<file path="src/rtl/pc_skip_unit_if.sv">
// Request/commit bundle for pc_skip_unit: the master issues STEP/SKIPCOND/JUMP/NOP
// requests, the slave (the unit) returns the committed program counter.
interface pc_skip_unit_if #(
    parameter int PC_W = 32,
    parameter int AC_W = 16
);
    logic                   req_valid;
    logic                   req_ready;
    logic [1:0]             req_op;
    logic [2:0]             req_cond;
    logic signed [AC_W-1:0] req_ac;
    logic [PC_W-1:0]        req_target;
    logic [PC_W-1:0]        pc;
    logic                   pc_valid;
    logic                   skipped;

    modport master (
        output req_valid, req_op, req_cond, req_ac, req_target,
        input  req_ready, pc, pc_valid, skipped
    );

    modport slave (
        input  req_valid, req_op, req_cond, req_ac, req_target,
        output req_ready, pc, pc_valid, skipped
    );
endinterface

</file>
<file path="src/rtl/pc_skip_unit.sv">
// Program-counter sequencer with conditional skip (IDLE -> EVAL -> COMMIT per request).
// Define PC_SKIP_STATS_EN to add the saturating taken-skip counter port skip_count.
module pc_skip_unit #(
    parameter int              PC_W      = 32,
    parameter int              AC_W      = 16,
    parameter logic [PC_W-1:0] PC_RESET  = '0,
    parameter int              SKIP_DIST = 1
) (
    input  logic              clk,
    input  logic              rst,
    pc_skip_unit_if.slave     bus
`ifdef PC_SKIP_STATS_EN
    ,
    output logic [15:0]       skip_count
`endif
);
    localparam logic [1:0] OP_STEP = 2'd0;
    localparam logic [1:0] OP_SKIP = 2'd1;
    localparam logic [1:0] OP_JUMP = 2'd2;
    localparam logic [PC_W-1:0] SKIP_STEP = PC_W'(SKIP_DIST + 1);

    typedef enum logic [1:0] {IDLE = 2'd0, EVAL = 2'd1, COMMIT = 2'd2} state_t;

    state_t state_reg, state_next;
    logic   ready, eval_en, commit_en, accept;

    logic [1:0]      op_reg;
    logic [2:0]      cond_reg;
    logic [PC_W-1:0] target_reg;
    logic            lt_reg, eq_reg, gt_reg;
    logic [PC_W-1:0] next_pc_reg;
    logic            taken_reg;
    logic [PC_W-1:0] pc_reg;
    logic            pc_valid_reg;
    logic            skipped_reg;

    logic            ac_lt, ac_eq;

    assign accept = bus.req_valid && ready;
    assign ac_lt  = bus.req_ac[AC_W-1];
    assign ac_eq  = (bus.req_ac == '0);

    always_ff @(posedge clk or posedge rst) begin
        if (rst) state_reg <= IDLE;
        else     state_reg <= state_next;
    end

    always_comb begin
        state_next = state_reg;
        case (state_reg)
            IDLE:    if (accept) state_next = EVAL;
            EVAL:    state_next = COMMIT;
            COMMIT:  state_next = IDLE;
            default: state_next = IDLE;
        endcase
    end

    always_comb begin
        ready     = 1'b0;
        eval_en   = 1'b0;
        commit_en = 1'b0;
        case (state_reg)
            IDLE:    ready     = 1'b1;
            EVAL:    eval_en   = 1'b1;
            COMMIT:  commit_en = 1'b1;
            default: ready     = 1'b0;
        endcase
    end

    // Request fields are captured once at accept so later input changes are ignored.
    always_ff @(posedge clk or posedge rst) begin
        if (rst) begin
            op_reg     <= '0;
            cond_reg   <= '0;
            target_reg <= '0;
            lt_reg     <= 1'b0;
            eq_reg     <= 1'b0;
            gt_reg     <= 1'b0;
        end else if (accept) begin
            op_reg     <= bus.req_op;
            cond_reg   <= bus.req_cond;
            target_reg <= bus.req_target;
            lt_reg     <= ac_lt;
            eq_reg     <= ac_eq;
            gt_reg     <= !ac_lt && !ac_eq;
        end
    end

    always_ff @(posedge clk or posedge rst) begin
        if (rst) begin
            next_pc_reg <= '0;
            taken_reg   <= 1'b0;
        end else if (eval_en) begin
            taken_reg <= 1'b0;
            case (op_reg)
                OP_STEP: next_pc_reg <= pc_reg + 1'b1;
                OP_SKIP: begin
                    if (|(cond_reg & {gt_reg, eq_reg, lt_reg})) begin
                        next_pc_reg <= pc_reg + SKIP_STEP;
                        taken_reg   <= 1'b1;
                    end else begin
                        next_pc_reg <= pc_reg + 1'b1;
                    end
                end
                OP_JUMP: next_pc_reg <= target_reg;
                default: next_pc_reg <= pc_reg;
            endcase
        end
    end

    // Commit lands on the second edge after accept; the pulse is visible the
    // cycle after, while the FSM is already back in IDLE.
    always_ff @(posedge clk or posedge rst) begin
        if (rst) begin
            pc_reg       <= PC_RESET;
            pc_valid_reg <= 1'b0;
            skipped_reg  <= 1'b0;
        end else begin
            pc_valid_reg <= commit_en;
            skipped_reg  <= commit_en && taken_reg;
            if (commit_en) pc_reg <= next_pc_reg;
        end
    end

`ifdef PC_SKIP_STATS_EN
    logic [15:0] skip_count_reg;

    always_ff @(posedge clk or posedge rst) begin
        if (rst)
            skip_count_reg <= '0;
        else if (commit_en && taken_reg && (skip_count_reg != 16'hFFFF))
            skip_count_reg <= skip_count_reg + 16'd1;
    end

    assign skip_count = skip_count_reg;
`endif

    assign bus.req_ready = ready;
    assign bus.pc        = pc_reg;
    assign bus.pc_valid  = pc_valid_reg;
    assign bus.skipped   = skipped_reg;
endmodule

</file>
<file path="src/flat_wrapper.sv">
// flat-port wrapper written by rule: the top's interface ports become plain ports
module pc_skip_unit_flat 
#(
    parameter int              PC_W      = 32,
    parameter int              AC_W      = 16,
    parameter logic [PC_W-1:0] PC_RESET  = '0,
    parameter int              SKIP_DIST = 1
)
  (clk, rst, bus_req_valid, bus_req_op, bus_req_cond, bus_req_ac, bus_req_target, bus_req_ready, bus_pc, bus_pc_valid, bus_skipped);
  pc_skip_unit_if #(.PC_W(PC_W), .AC_W(AC_W)) bus_i ();
  input  logic clk;
  input  logic rst;
  input wire logic [$bits(bus_i.req_valid)-1:0] bus_req_valid;
  input wire logic [$bits(bus_i.req_op)-1:0] bus_req_op;
  input wire logic [$bits(bus_i.req_cond)-1:0] bus_req_cond;
  input wire logic [$bits(bus_i.req_ac)-1:0] bus_req_ac;
  input wire logic [$bits(bus_i.req_target)-1:0] bus_req_target;
  output wire logic [$bits(bus_i.req_ready)-1:0] bus_req_ready;
  output wire logic [$bits(bus_i.pc)-1:0] bus_pc;
  output wire logic [$bits(bus_i.pc_valid)-1:0] bus_pc_valid;
  output wire logic [$bits(bus_i.skipped)-1:0] bus_skipped;
  assign bus_i.req_valid = bus_req_valid;
  assign bus_i.req_op = bus_req_op;
  assign bus_i.req_cond = bus_req_cond;
  assign bus_i.req_ac = bus_req_ac;
  assign bus_i.req_target = bus_req_target;
  assign bus_req_ready = bus_i.req_ready;
  assign bus_pc = bus_i.pc;
  assign bus_pc_valid = bus_i.pc_valid;
  assign bus_skipped = bus_i.skipped;
  pc_skip_unit #(.PC_W(PC_W), .AC_W(AC_W), .PC_RESET(PC_RESET), .SKIP_DIST(SKIP_DIST)) u_core (.clk(clk), .rst(rst), .bus(bus_i));
endmodule
</file>
<file path="config.mk">
export PLATFORM = sky130hd
export DESIGN_NAME = pc_skip_unit_flat
export DESIGN_NICKNAME = d
export VERILOG_FILES = /design/src/rtl/pc_skip_unit_if.sv /design/src/rtl/pc_skip_unit.sv /design/src/flat_wrapper.sv
export SDC_FILE = /design/constraint.sdc
export NUM_CORES = 1
export LEC_CHECK = 0
export CORE_MARGIN = 10
export CORE_UTILIZATION = 50
export CTS_CLUSTER_SIZE = 12
export DETAILED_ROUTE_END_ITERATION = 10
export PLACE_DENSITY = 0.71
export SLEW_MARGIN = 0
export SYNTH_ARGS = -nofsm -noshare
export SYNTH_HDL_FRONTEND = slang
export SYNTH_SLANG_ARGS = --single-unit
</file>
<file path="constraint.sdc">
create_clock -name clk -period 4.5 [get_ports clk]
set_clock_uncertainty 0.1 [all_clocks]
set_input_delay 1.125 -clock clk [delete_from_list [all_inputs] [get_ports clk]]
set_output_delay 1.125 -clock clk [all_outputs]
set_load 0.05 [all_outputs]
</file>
# --- Yosys cells after proc, flatten, opt, wreduce, memory -nomap -nowiden ---
# Index checks and enable logic that the tools add are counted.
word_totals:
  word_cells: 38
  regBits: 109
  out_inout_bits: 35
  input_bits: 56
classes:
  reduce_logical: 9
  mux: 9
  bitwise_logic: 1
  add_sub_neg: 2
  eq_ne: 5
op_table:
  columns: ["op", "count"]
  rows:
  - ["32-bit one-hot mux with 3 select lines", 1]
  - ["32-bit by 1-bit adder with 32-bit output (second input constant)", 1]
  - ["32-bit by 2-bit adder with 32-bit output (second input constant)", 1]
  - ["32-bit two-way mux", 1]
  - ["16-bit logical NOT", 1]
  - ["1-bit two-way mux", 5]
  - ["2-bit by 1-bit equality test with 1-bit output (second input constant)", 2]
  - ["2-bit equality test (second input constant)", 2]
  - ["2-bit logical NOT", 2]
  - ["2-bit one-hot mux with 2 select lines", 1]
  - ["3-bit AND", 1]
  - ["1-bit logical AND", 3]
  - ["3-bit OR reduction", 1]
  - ["1-bit logical NOT", 2]
  - ["2-bit two-way mux", 1]
  - ["2-bit by 1-bit != test with 1-bit output (second input constant)", 1]

# --- Longest topological paths before layout ---
# Gate-level depths: netlist (run 1).
depth:
  ltp_word: 5
  ltp_mapped: 7
  ltp_nobuf: 7

# --- Least setup slack after synthesis (run 1) ---
# No wires, ideal clock.
synth_path:
  path_type: "reg2reg"
  start: "register u_core.pc_reg[0], in the netlist u_core.bus.pc[0]"
  end: "register u_core.next_pc_reg[24]"
  setup_time_ps: 127
  path_slack_ps: 2088
  path_stages_with_launch: 8
  arrival_time_ps: 2185
  path_cell_list: "dfrtp_1 ha_1 nand2_1 nor4_4 nand4_1 xnor2_1 a221oi_1 nor2_1"
synth_between:
  elab_chain_cells: 3
  word_cells_on_any_way: 4
  classes_between: "2 x add/sub; 2 x mux"
synth_rtl:
  columns: ["item", "line", "text"]
  rows:
  - ["from (decl)", "pc_skip_unit.sv:33", "logic [PC_W-1:0] pc_reg;"]
  - ["from (signal assigned)", "pc_skip_unit.sv:121", "if (commit_en) pc_reg <= next_pc_reg;"]
  - ["32-bit by 1-bit adder with 32-bit output / 32-bit by 2-bit adder with 32-bit output (equally long branches)", "pc_skip_unit.sv:96, pc_skip_unit.sv:102, pc_skip_unit.sv:99", null]
  - ["32-bit two-way mux", "pc_skip_unit.sv:98", "if (|(cond_reg & {gt_reg, eq_reg, lt_reg})) begin"]
  - ["32-bit one-hot mux with 3 select lines (*)", "pc_skip_unit.sv:95", "case (op_reg)"]
  - ["to (signal assigned)", "pc_skip_unit.sv:96", "OP_STEP: next_pc_reg <= pc_reg + 1'b1;"]
  - ["to (signal assigned)", "pc_skip_unit.sv:99", "next_pc_reg <= pc_reg + SKIP_STEP;"]
  - ["to (signal assigned)", "pc_skip_unit.sv:102", "next_pc_reg <= pc_reg + 1'b1;"]
  - ["to (decl)", "pc_skip_unit.sv:31", "logic [PC_W-1:0] next_pc_reg;"]
# Every way passes the cells marked *; elsewhere a longest branch is shown, timed or not.
# A chain may end at the register's enable or synchronous reset.

# --- Final worst setup path (run 1) ---
layout_path:
  start: "register u_core.state_reg[1]"
  end: "output bus_req_ready"
layout_between:
  elab_chain_cells: 2
layout_rtl:
  columns: ["item", "line", "text"]
  rows:
  - ["from (decl)", "pc_skip_unit.sv:24", "state_t state_reg, state_next;"]
  - ["from (signal assigned)", "pc_skip_unit.sv:45", "else state_reg <= state_next;"]
  - ["2-bit logical NOT", "pc_skip_unit.sv:62", "case (state_reg)"]
  - ["1-bit two-way mux", "pc_skip_unit.sv:62", null]
  - ["to (decl)", "flat_wrapper.sv:18", "output wire logic [$bits(bus_i.req_ready)-1:0] bus_req_ready;"]
# No other way between the ends.

==> results of run 1 <==
[final cells by class]
type                    instances  area [um2]  share of cell area (%)
inverters                       9       36.28                  0.5338
clock inverters                 7       62.56                  0.9203
repair buffers                100       988.4                   14.54
multi-input cells             511        2684                   39.48
flip-flops and latches        109        2728                   40.13
well taps                     140       175.2                   2.577
clock buffers                   9       123.9                   1.822
[where the power goes]
group          switching (mW)  internal, mW  total, mW
Combinational            1.15         0.667       1.82
Clock                   0.363         0.209      0.572
Sequential              0.497          1.34       1.84
[synth_stat cells, types with 3 or more instances]
master / instances
nand2_1: 253
dfrtp_1: 109
nor2_1: 39
clkbuf_1: 31
o21ai_0: 29
a21oi_1: 22
nand4_1: 16
xnor2_1: 14
nand3_1: 13
nor3_1: 12
a31oi_1: 9
o22ai_1: 9
inv_1: 8
nor4_1: 6
a221oi_1: 5
nand2b_1: 5
o211ai_1: 5
or3_1: 5
and2_1: 4
buf_2: 4
nor4_4: 4
a221o_1: 3
and4_1: 3
buf_1: 3
mux2_2: 3
mux2i_1: 3
o221ai_1: 3
o311ai_0: 3
[worst paths after layout]
kind,start,end,cells past startpoint
worst min-delay path,u_core.next_pc_reg[19]$_DFFE_PP0N_,u_core.bus.pc[19]$_DFFE_PP0P_,2
worst max-delay path,u_core.state_reg[1]$_DFFE_PP0P_,bus_req_ready,2
worst max register to register,u_core.op_reg[0]$_DFFE_PP0P_,u_core.next_pc_reg[23]$_DFFE_PP0N_,6
worst min register to register,u_core.next_pc_reg[19]$_DFFE_PP0N_,u_core.bus.pc[19]$_DFFE_PP0P_,2
max in group asynchronous,rst,u_core.next_pc_reg[19]$_DFFE_PP0N_,3
min in group asynchronous,rst,u_core.target_reg[5]$_DFFE_PP0P_,2
[worst max-delay path: stages, from the launching register on]
cell and delay (ns):
dfrtp_1 0.41, nor2_1 0.22, clkdlybuf4s50_1 0.86
[layer usage]
layer | GRT usage, % | up-vias
li1 | - | 2435
met1 | 28.37 | 2467
met2 | 31.92 | 202
met3 | 5.914 | 17
met4 | 6.162 | 0
met5 | 0 | -
[cell usage in the layout (no fill, tap or decap), types with 9 or more instances in the layout]
master           Yosys  routed
nand2_1            253     253
dfrtp_1            109     109
clkdlybuf4s50_1      0      90
nor2_1              39      39
o21ai_0             29      29
a21oi_1             22      22
nand4_1             16      16
xnor2_1             14      14
nand3_1             13      13
nor3_1              12      12
a31oi_1              9       9
o22ai_1              9       9
clkbuf_8             0       9
buf_4                1       9
[cells by family after synthesis]
group	synth area share (%)
xor gates and xnor gates	2.502
AOI/OAI and AO/OA	13.16
buffers and inverters	3.374
adders and majority gates	0.4468
DFF	48.70
and+or+nand+nor	30.03
muxes	1.787
[stage by stage]
step                      instance area (um2)  setup slack (ns)
after floorplan                          5600            0.4011
after global placement                   6611             1.596
after detailed placement                 6611             1.547
after CTS                                6798             1.395
after global routing                     6798             1.325
final                                    6798             1.399
==> results.sh, run 1 <==
export IMPL_status="completed"
export IMPL_wl_um=16790
export IMPL_final_cells=885
export IMPL_vias=5121
export IMPL_grt_ovfl_total=0
export IMPL_grt_pass1_wl_um=27240
export IMPL_syn_area_mm2=0.005600
export IMPL_area_delta_synth_final_pct=21.38
export IMPL_syn_inst=668
export IMPL_worstPathRequired_ns=3.27
export IMPL_final_util_pct=62.43
export IMPL_die_area_mm2=0.01583
export IMPL_fill_cells=975
export IMPL_dp_hpwl_um=12000
export IMPL_final_hold_viol_count=0
export IMPL_yosysSeqAreaShare_pct=48.70
export IMPL_synth_area_leaders="dfrtp_1 (49%), nand2_1 (17%), nor2_1 (2.6%), o21ai_0 (2.6%), xnor2_1 (2.2%)"
export IMPL_clockBufferDepth=2
export IMPL_drc=0
export IMPL_yosys_area_top_type="dfrtp_1"
export IMPL_wl_met3_um=1428
export IMPL_async_flop_share_pct=100.0
export IMPL_rrSetupSlack_ns=1.56
export IMPL_worstSkewPairLatency_ns=0.39
export IMPL_met2RoutedLength_um=7537
export IMPL_viasPerCell=5.786
export IMPL_rows=38
export IMPL_min_period_ns=3.101
export IMPL_worst_pin_slew_ns=1.170
export IMPL_syn_num_nets=726
export IMPL_finalMaxSlewViolations=0
export IMPL_drive_gt1_share_pct=5.906
export IMPL_die_x_um=125.8
export IMPL_numClockSinks=109
export IMPL_yosys_warnings=0
export IMPL_gp_congestion=0.9541
export IMPL_worstSetupEndpointType="primary output"
export IMPL_power_total_mw=4.230
export IMPL_dr_pass1_iters=5
export IMPL_avgRoutedWirePerCell_um=18.97
export IMPL_synthDistinctLibCells=62
export IMPL_rsz0062_at_grt="no"
export IMPL_io_buffers=90
export IMPL_antenna_left=0
export IMPL_worst_endpoint_arrival_ns=1.88
export IMPL_ir_worst_vdd_mv=0.3725
export IMPL_antenna_found_initial=0
export IMPL_cts_made_buffers=9
export IMPL_slew_limit_headroom_pct=21.91
export IMPL_fin_crit_sh_pct=68.90
export IMPL_insertedDiodeCount=0
export IMPL_grt_use_total_pct=20.94
export IMPL_fin_nets=798
export IMPL_drt_met1_wl_um=7557
export IMPL_power_density_mw_per_mm2=622.3
export IMPL_postSynthAreaPerCell_um2=8.384
export IMPL_min_delay_path_class="register to register"
export IMPL_cts_max_level=3
export IMPL_io_pins=91
export IMPL_leakage_nw=3.003
export IMPL_placed_cells=869
export IMPL_path_class="register to primary output"
export IMPL_cts_tree="yes"
export IMPL_cts_root_buf="clkbuf_8"
export IMPL_holdWs_ns=0.3708
export IMPL_critPathMaxFanout=3
export IMPL_synth_edf_count=0
export IMPL_startpoint_type="register"
export IMPL_core_mm2=0.01089
export IMPL_start_util_pct=51.44
export IMPL_grt_pass1_vias=5130
export IMPL_first_iter_violations=423
export IMPL_cts_setup_buffers=0
export IMPL_ctsHoldBuffers=0
export IMPL_cap_violations=0
export IMPL_highest_layer="met4"
export IMPL_synth_seq_cells=109
export IMPL_final_setup_tns_ns=0
export IMPL_synth_top_cell_area_share_pct=48.70
export IMPL_grt_max_degree=63
export IMPL_setup_violations=0
export IMPL_path_clk_slew_ns=0.11
export IMPL_fmax_ghz=0.3225
export IMPL_die_height_um=125.8
export IMPL_ctsResizeCount=0
export IMPL_ys_flop_type="dfrtp_1"
Note: power is estimated with default switching activity, not from simulation.
==> inputs of run 2 (changes only) <==
--- a/config.mk
+++ b/config.mk
@@ -6,10 +6,10 @@
 export NUM_CORES = 1
 export LEC_CHECK = 0
 export CORE_MARGIN = 10
-export CORE_UTILIZATION = 50
+export CORE_UTILIZATION = 49
 export CTS_CLUSTER_SIZE = 12
 export DETAILED_ROUTE_END_ITERATION = 10
-export PLACE_DENSITY = 0.71
+export PLACE_DENSITY = 0.73
 export SLEW_MARGIN = 0
 export SYNTH_ARGS = -nofsm -noshare
 export SYNTH_HDL_FRONTEND = slang
==> constraint.sdc (replaced) <==
create_clock -name clk -period 2.6 [get_ports clk]
set_clock_uncertainty 0.1 [all_clocks]
set_input_delay 0.65 -clock clk [delete_from_list [all_inputs] [get_ports clk]]
set_output_delay 0.65 -clock clk [all_outputs]
set_load 0.05 [all_outputs]
==> results.sh, run 2 (synthesized netlist as in run 1, its figures left out) <==
export IMPL_vias=5176
export IMPL_fill_cells=1004
export IMPL_grt_ovfl_total=0
export IMPL_avgRoutedWirePerCell_um=18.65
export IMPL_fin_nets=811
export IMPL_leakage_nw=3.126
export IMPL_final_common_cell="nand2_1"
export IMPL_antenna_left=0
export IMPL_cts_made_buffers=9
export IMPL_start_util_pct=50.77
export IMPL_gp_congestion=0.9713
export IMPL_cap_violations=0
export IMPL_cts_max_level=3
export IMPL_io_buffers=90
export IMPL_insertedDiodeCount=0
export IMPL_viasPerCell=5.764
export IMPL_dr_pass1_iters=5
export IMPL_slew_limit_headroom_pct=61.15
export IMPL_grt_max_degree=110
export IMPL_io_pins=91
export IMPL_sw_frac_of_total_pct=45.12
export IMPL_first_iter_violations=432
export IMPL_grt_pass1_vias=5099
export IMPL_worst_endpoint_arrival_ns=1.80
export IMPL_worstSetupEndpoint="bus_req_ready"
export IMPL_r2r_start="u_core.bus.pc[1]$_DFFE_PP0P_"
export IMPL_die_height_um=126.9
export IMPL_die_area_mm2=0.01611
export IMPL_worstSkewPairLatency_ns=0.36
export IMPL_p_int_mw=4.296
export IMPL_cts_root_buf="clkbuf_16"
export IMPL_path_clk_slew_ns=0.07
export IMPL_grt_use_total_pct=20.66
export IMPL_drc=0
export IMPL_pwr_share_seq_pct=40.1
export IMPL_worst_pin_slew_ns=0.5827
export IMPL_grt_pass1_wl_um=27220
export IMPL_wl_um=16750
export IMPL_ctsHoldBuffers=0
export IMPL_r2r_end="u_core.next_pc_reg[20]$_DFFE_PP0N_"
export IMPL_min_delay_path_class="register to register"
export IMPL_area_delta_synth_final_pct=25.04
export IMPL_mostFrequentLayoutCells="nand2_1 (253), dfrtp_1 (109), clkdlybuf4s50_1 (88)"
export IMPL_cts_tree="yes"
export IMPL_status="completed"
export IMPL_final_util_pct=63.49
export IMPL_core_mm2=0.01103
export IMPL_path_class="register to primary output"
export IMPL_final_hold_viol_count=0
export IMPL_clockBufferDepth=2
export IMPL_antenna_found_initial=0
export IMPL_dp_hpwl_um=12190
export IMPL_rrSetupSlack_ns=0.27
export IMPL_min_period_ns=2.546
export IMPL_rsz0062_at_grt="no"
export IMPL_fin_crit_sh_pct=97.93
export IMPL_critPathMaxFanout=3
export IMPL_drive_gt1_share_pct=7.388
export IMPL_worstPathRequired_ns=1.85
export IMPL_startpoint="u_core.state_reg[1]$_DFFE_PP0P_"
export IMPL_power_density_mw_per_mm2=1118
export IMPL_worstSetupEndpointType="primary output"
export IMPL_pwr_share_clk_pct=17.7
export IMPL_reg2regPathDepth=7
export IMPL_final_setup_tns_ns=0
export IMPL_finalMaxSlewViolations=0
export IMPL_setup_violations=0
export IMPL_rows=38
export IMPL_die_x_um=126.9
export IMPL_combPwrFrac_pct=42.2
export IMPL_ir_worst_vdd_mv=0.7142
export IMPL_startpoint_type="register"
export IMPL_numClockSinks=109
export IMPL_fmax_ghz=0.3927
export IMPL_net_switching_power_mw=3.532
[run 2: critical path, stage by stage (launching register included)]
cell and delay (ns):
dfrtp_1 0.39, nor2_1 0.20, clkdlybuf4s50_1 0.85
[run 2: cell type report]
class / instances / area, um2 / share of cell area [%]
Multi-Input combinational cell: 511 / 2684 / 38.32
Inverter: 9 / 37.54 / 0.5360
Tap cell: 140 / 175.2 / 2.501
Clock inverter: 5 / 60.06 / 0.8576
Timing Repair Buffer: 113 / 1086 / 15.51
Sequential cell: 109 / 2728 / 38.95
Clock buffer: 11 / 232.7 / 3.323
[run 2: worst min path at each step]
stage                     slack, ns                       endpoint                          startpoint  cells after the start
after floorplan                0.33  u_core.bus.pc[18]$_DFFE_PP0P_  u_core.next_pc_reg[18]$_DFFE_PP0N_                      2
after global placement         0.35   u_core.bus.pc[2]$_DFFE_PP0P_   u_core.next_pc_reg[2]$_DFFE_PP0N_                      2
after detailed placement       0.36   u_core.bus.pc[1]$_DFFE_PP0P_   u_core.next_pc_reg[1]$_DFFE_PP0N_                      2
after CTS                      0.37  u_core.bus.pc[10]$_DFFE_PP0P_  u_core.next_pc_reg[10]$_DFFE_PP0N_                      2
after global routing           0.40   u_core.bus.pc[7]$_DFFE_PP0P_   u_core.next_pc_reg[7]$_DFFE_PP0N_                      2
final                          0.37  u_core.bus.pc[19]$_DFFE_PP0P_  u_core.next_pc_reg[19]$_DFFE_PP0N_                      2
[run 2: what timing repair did]
item	4_1_cts	5_1_grt
endpoints found under the setup margin	0	1
resized for setup	0	1
setup buffers	0	0
[run 2: per-stage QoR]
step / setup WS [ns] / std cells / power, mW / instance area [um2] / hold WS [ns]
5_1_grt: 0.02160 / 898 / 8.257 / 7003 / 0.4018
4_1_cts: 0.05273 / 898 / 7.833 / 7000 / 0.3730
2_1_floorplan: 0.1879 / 668 / 5.176 / 5604 / 0.3334
3_3_place_gp: 0.3903 / 882 / 6.360 / 6708 / 0.3459
6_report: 0.05381 / 898 / 7.828 / 7003 / 0.3744
3_5_place_dp: 0.3043 / 882 / 6.442 / 6708 / 0.3555
[run 2: routing by layer]
metal / part of all wire [%] / GRT usage, % / vias up
li1: - / - / 2464
met5: 0 / 0 / -
met2: 44 / 30.89 / 209
met1: 46 / 28.33 / 2478
met3: 7.8 / 5.165 / 25
met4: 1.9 / 7.435 / 0
[run 2: power groups by stage]
stage	logic, mW	registers (mW)	clock network (mW)
6_report	3.30	3.14	1.39
5_1_grt	3.57	3.24	1.46
2_1_floorplan	1.47	3.71	0
3_5_place_dp	3.30	3.14	0
3_3_place_gp	3.25	3.11	0
4_1_cts	3.32	3.11	1.40
==> inputs of run 3 (changes only) <==
--- a/config.mk
+++ b/config.mk
@@ -9,7 +9,7 @@
 export CORE_UTILIZATION = 49
 export CTS_CLUSTER_SIZE = 12
 export DETAILED_ROUTE_END_ITERATION = 10
-export PLACE_DENSITY = 0.73
+export PLACE_DENSITY = 0.77
 export SLEW_MARGIN = 0
 export SYNTH_ARGS = -nofsm -noshare
 export SYNTH_HDL_FRONTEND = slang
==> results.sh, run 3 (synthesized netlist as in run 1, its figures left out) <==
export IMPL_antenna_left=0
export IMPL_die_height_um=126.9
export IMPL_holdWs_ns=0.3666
export IMPL_worstSkewPairLatency_ns=0.36
export IMPL_cts_root_buf="clkbuf_16"
export IMPL_clockBufferDepth=2
export IMPL_critPathSlowestCell="clkdlybuf4s50_1"
export IMPL_ctsHoldBuffers=0
export IMPL_worst_pin_slew_ns=0.6044
export IMPL_path_class="register to primary output"
export IMPL_slew_limit_headroom_pct=59.71
export IMPL_min_delay_start="u_core.next_pc_reg[20]$_DFFE_PP0N_"
export IMPL_multi_input_area_mm2=0.002684
export IMPL_crit_family="buffers and inverters"
export IMPL_viasPerCell=5.758
export IMPL_crit_buf_inv=1
export IMPL_worstPathRequired_ns=1.85
export IMPL_gp_congestion=0.9660
export IMPL_grt_pass1_wl_um=27130
export IMPL_numClockSinks=109
export IMPL_cts_made_buffers=9
export IMPL_cts_tree="yes"
export IMPL_insertedDiodeCount=0
export IMPL_design_area_mm2=0.007008
export IMPL_ff_latch_area_mm2=0.002728
export IMPL_final_setup_tns_ns=0
export IMPL_grt_ovfl_total=0
export IMPL_final_util_pct=63.53
export IMPL_critPathMaxFanout=10
export IMPL_finalMaxSlewViolations=0
export IMPL_dr_pass1_iters=5
export IMPL_core_mm2=0.01103
export IMPL_grt_pass1_vias=5016
export IMPL_final_common_cell="nand2_1"
export IMPL_placed_area_mm2=0.006673
export IMPL_io_pins=91
export IMPL_reg2regPathDepth=7
export IMPL_ctsResizeCount=0
export IMPL_place_ws_ns=0.2424
export IMPL_rows=38
export IMPL_fin_crit_sh_pct=97.32
export IMPL_io_buffers=90
export IMPL_setup_violations=0
export IMPL_antenna_found_initial=0
export IMPL_cts_setup_buffers=0
export IMPL_min_delay_path_class="register to register"
export IMPL_path_clk_slew_ns=0.07
export IMPL_grt_use_total_pct=20.54
export IMPL_fin_nets=806
export IMPL_path_cells="clkdlybuf4s50_1"
export IMPL_worst_endpoint_arrival_ns=1.78
export IMPL_avgRoutedWirePerCell_um=18.50
export IMPL_holdPathEnd="u_core.bus.pc[20]$_DFFE_PP0P_"
export IMPL_vias=5142
export IMPL_r2r_end="u_core.next_pc_reg[20]$_DFFE_PP0N_"
export IMPL_rrSetupSlack_ns=0.21
export IMPL_r2r_start="u_core.bus.pc[0]$_DFFE_PP0P_"
export IMPL_fill_cells=958
export IMPL_first_iter_violations=545
export IMPL_start_util_pct=50.77
export IMPL_drive_gt1_share_pct=6.906
export IMPL_final_hold_viol_count=0
export IMPL_setup_slack_ns=0.06973
export IMPL_die_x_um=126.9
export IMPL_wl_um=16520
export IMPL_holdPathStages=2
export IMPL_cts_max_level=3
export IMPL_area_delta_synth_final_pct=25.13
export IMPL_rsz0062_at_grt="no"
export IMPL_fmax_ghz=0.3952
export IMPL_ir_worst_vdd_mv=0.7416
export IMPL_die_area_mm2=0.01611
export IMPL_crit_path_max_incr_delay_ns=0.89
export IMPL_startpoint_type="register"
export IMPL_drc=0
export IMPL_leakage_nw=3.135
export IMPL_power_density_mw_per_mm2=1129
export IMPL_dp_hpwl_um=11900
export IMPL_worstSetupEndpointType="primary output"
export IMPL_grt_max_degree=110
export IMPL_status="completed"
export IMPL_cap_violations=0
export IMPL_min_period_ns=2.530
export IMPL_mostFrequentLayoutCells="nand2_1 (253), dfrtp_1 (109), clkdlybuf4s50_1 (88)"
==> run 3: area by class of cell <==
cell class | instances | share of cell area (%)
clock inverters | 7 | 1.500
clock buffers | 9 | 3.214
inverters | 9 | 0.5356
repair buffers | 108 | 15.03
multi-input cells | 511 | 38.30
flip-flops and latches | 109 | 38.92
well taps | 140 | 2.500
==> run 3: layer usage <==
layer	share of wire, %	vias to the layer above	routed length, um	GRT usage, %
met1	44	2438	7279	28.25
met5	0	-	0	0
met3	9.1	30	1502	4.581
met4	2.5	0	407	8.439
li1	-	2445	-	-
met2	44	229	7328	30.53
==> run 3: stage by stage <==
step	power [mW]	cells
finish	7.913	893
global route	8.369	893
CTS	7.927	893
detailed placement	6.395	877
global placement	6.291	877
floorplan	5.176	668
==> run 3: how the worst max path moves through the flow <==
stage | cells after the start | slack (ns) | start | endpoint
floorplan | 7 | 0.19 | u_core.bus.pc[0]$_DFFE_PP0P_ | u_core.next_pc_reg[24]$_DFFE_PP0N_
CTS | 1 | 0.02 | u_core.bus.pc[0]$_DFFE_PP0P_ | bus_pc[0]
finish | 1 | 0.07 | u_core.bus.pc[3]$_DFFE_PP0P_ | bus_pc[3]
global route | 1 | 0.001 | u_core.bus.pc[19]$_DFFE_PP0P_ | bus_pc[19]
detailed placement | 7 | 0.24 | u_core.bus.pc[0]$_DFFE_PP0P_ | u_core.next_pc_reg[20]$_DFFE_PP0N_
global placement | 7 | 0.34 | u_core.bus.pc[0]$_DFFE_PP0P_ | u_core.next_pc_reg[24]$_DFFE_PP0N_
==> run 3: where the power goes <==
part	leakage, nW	switching (mW)	total (mW)	internal [mW]
sequential	1.34	0.797	3.13	2.33
combinational	1.64	2.06	3.25	1.19
clock	0.158	0.676	1.53	0.859
total	3.14	3.54	7.91	4.38
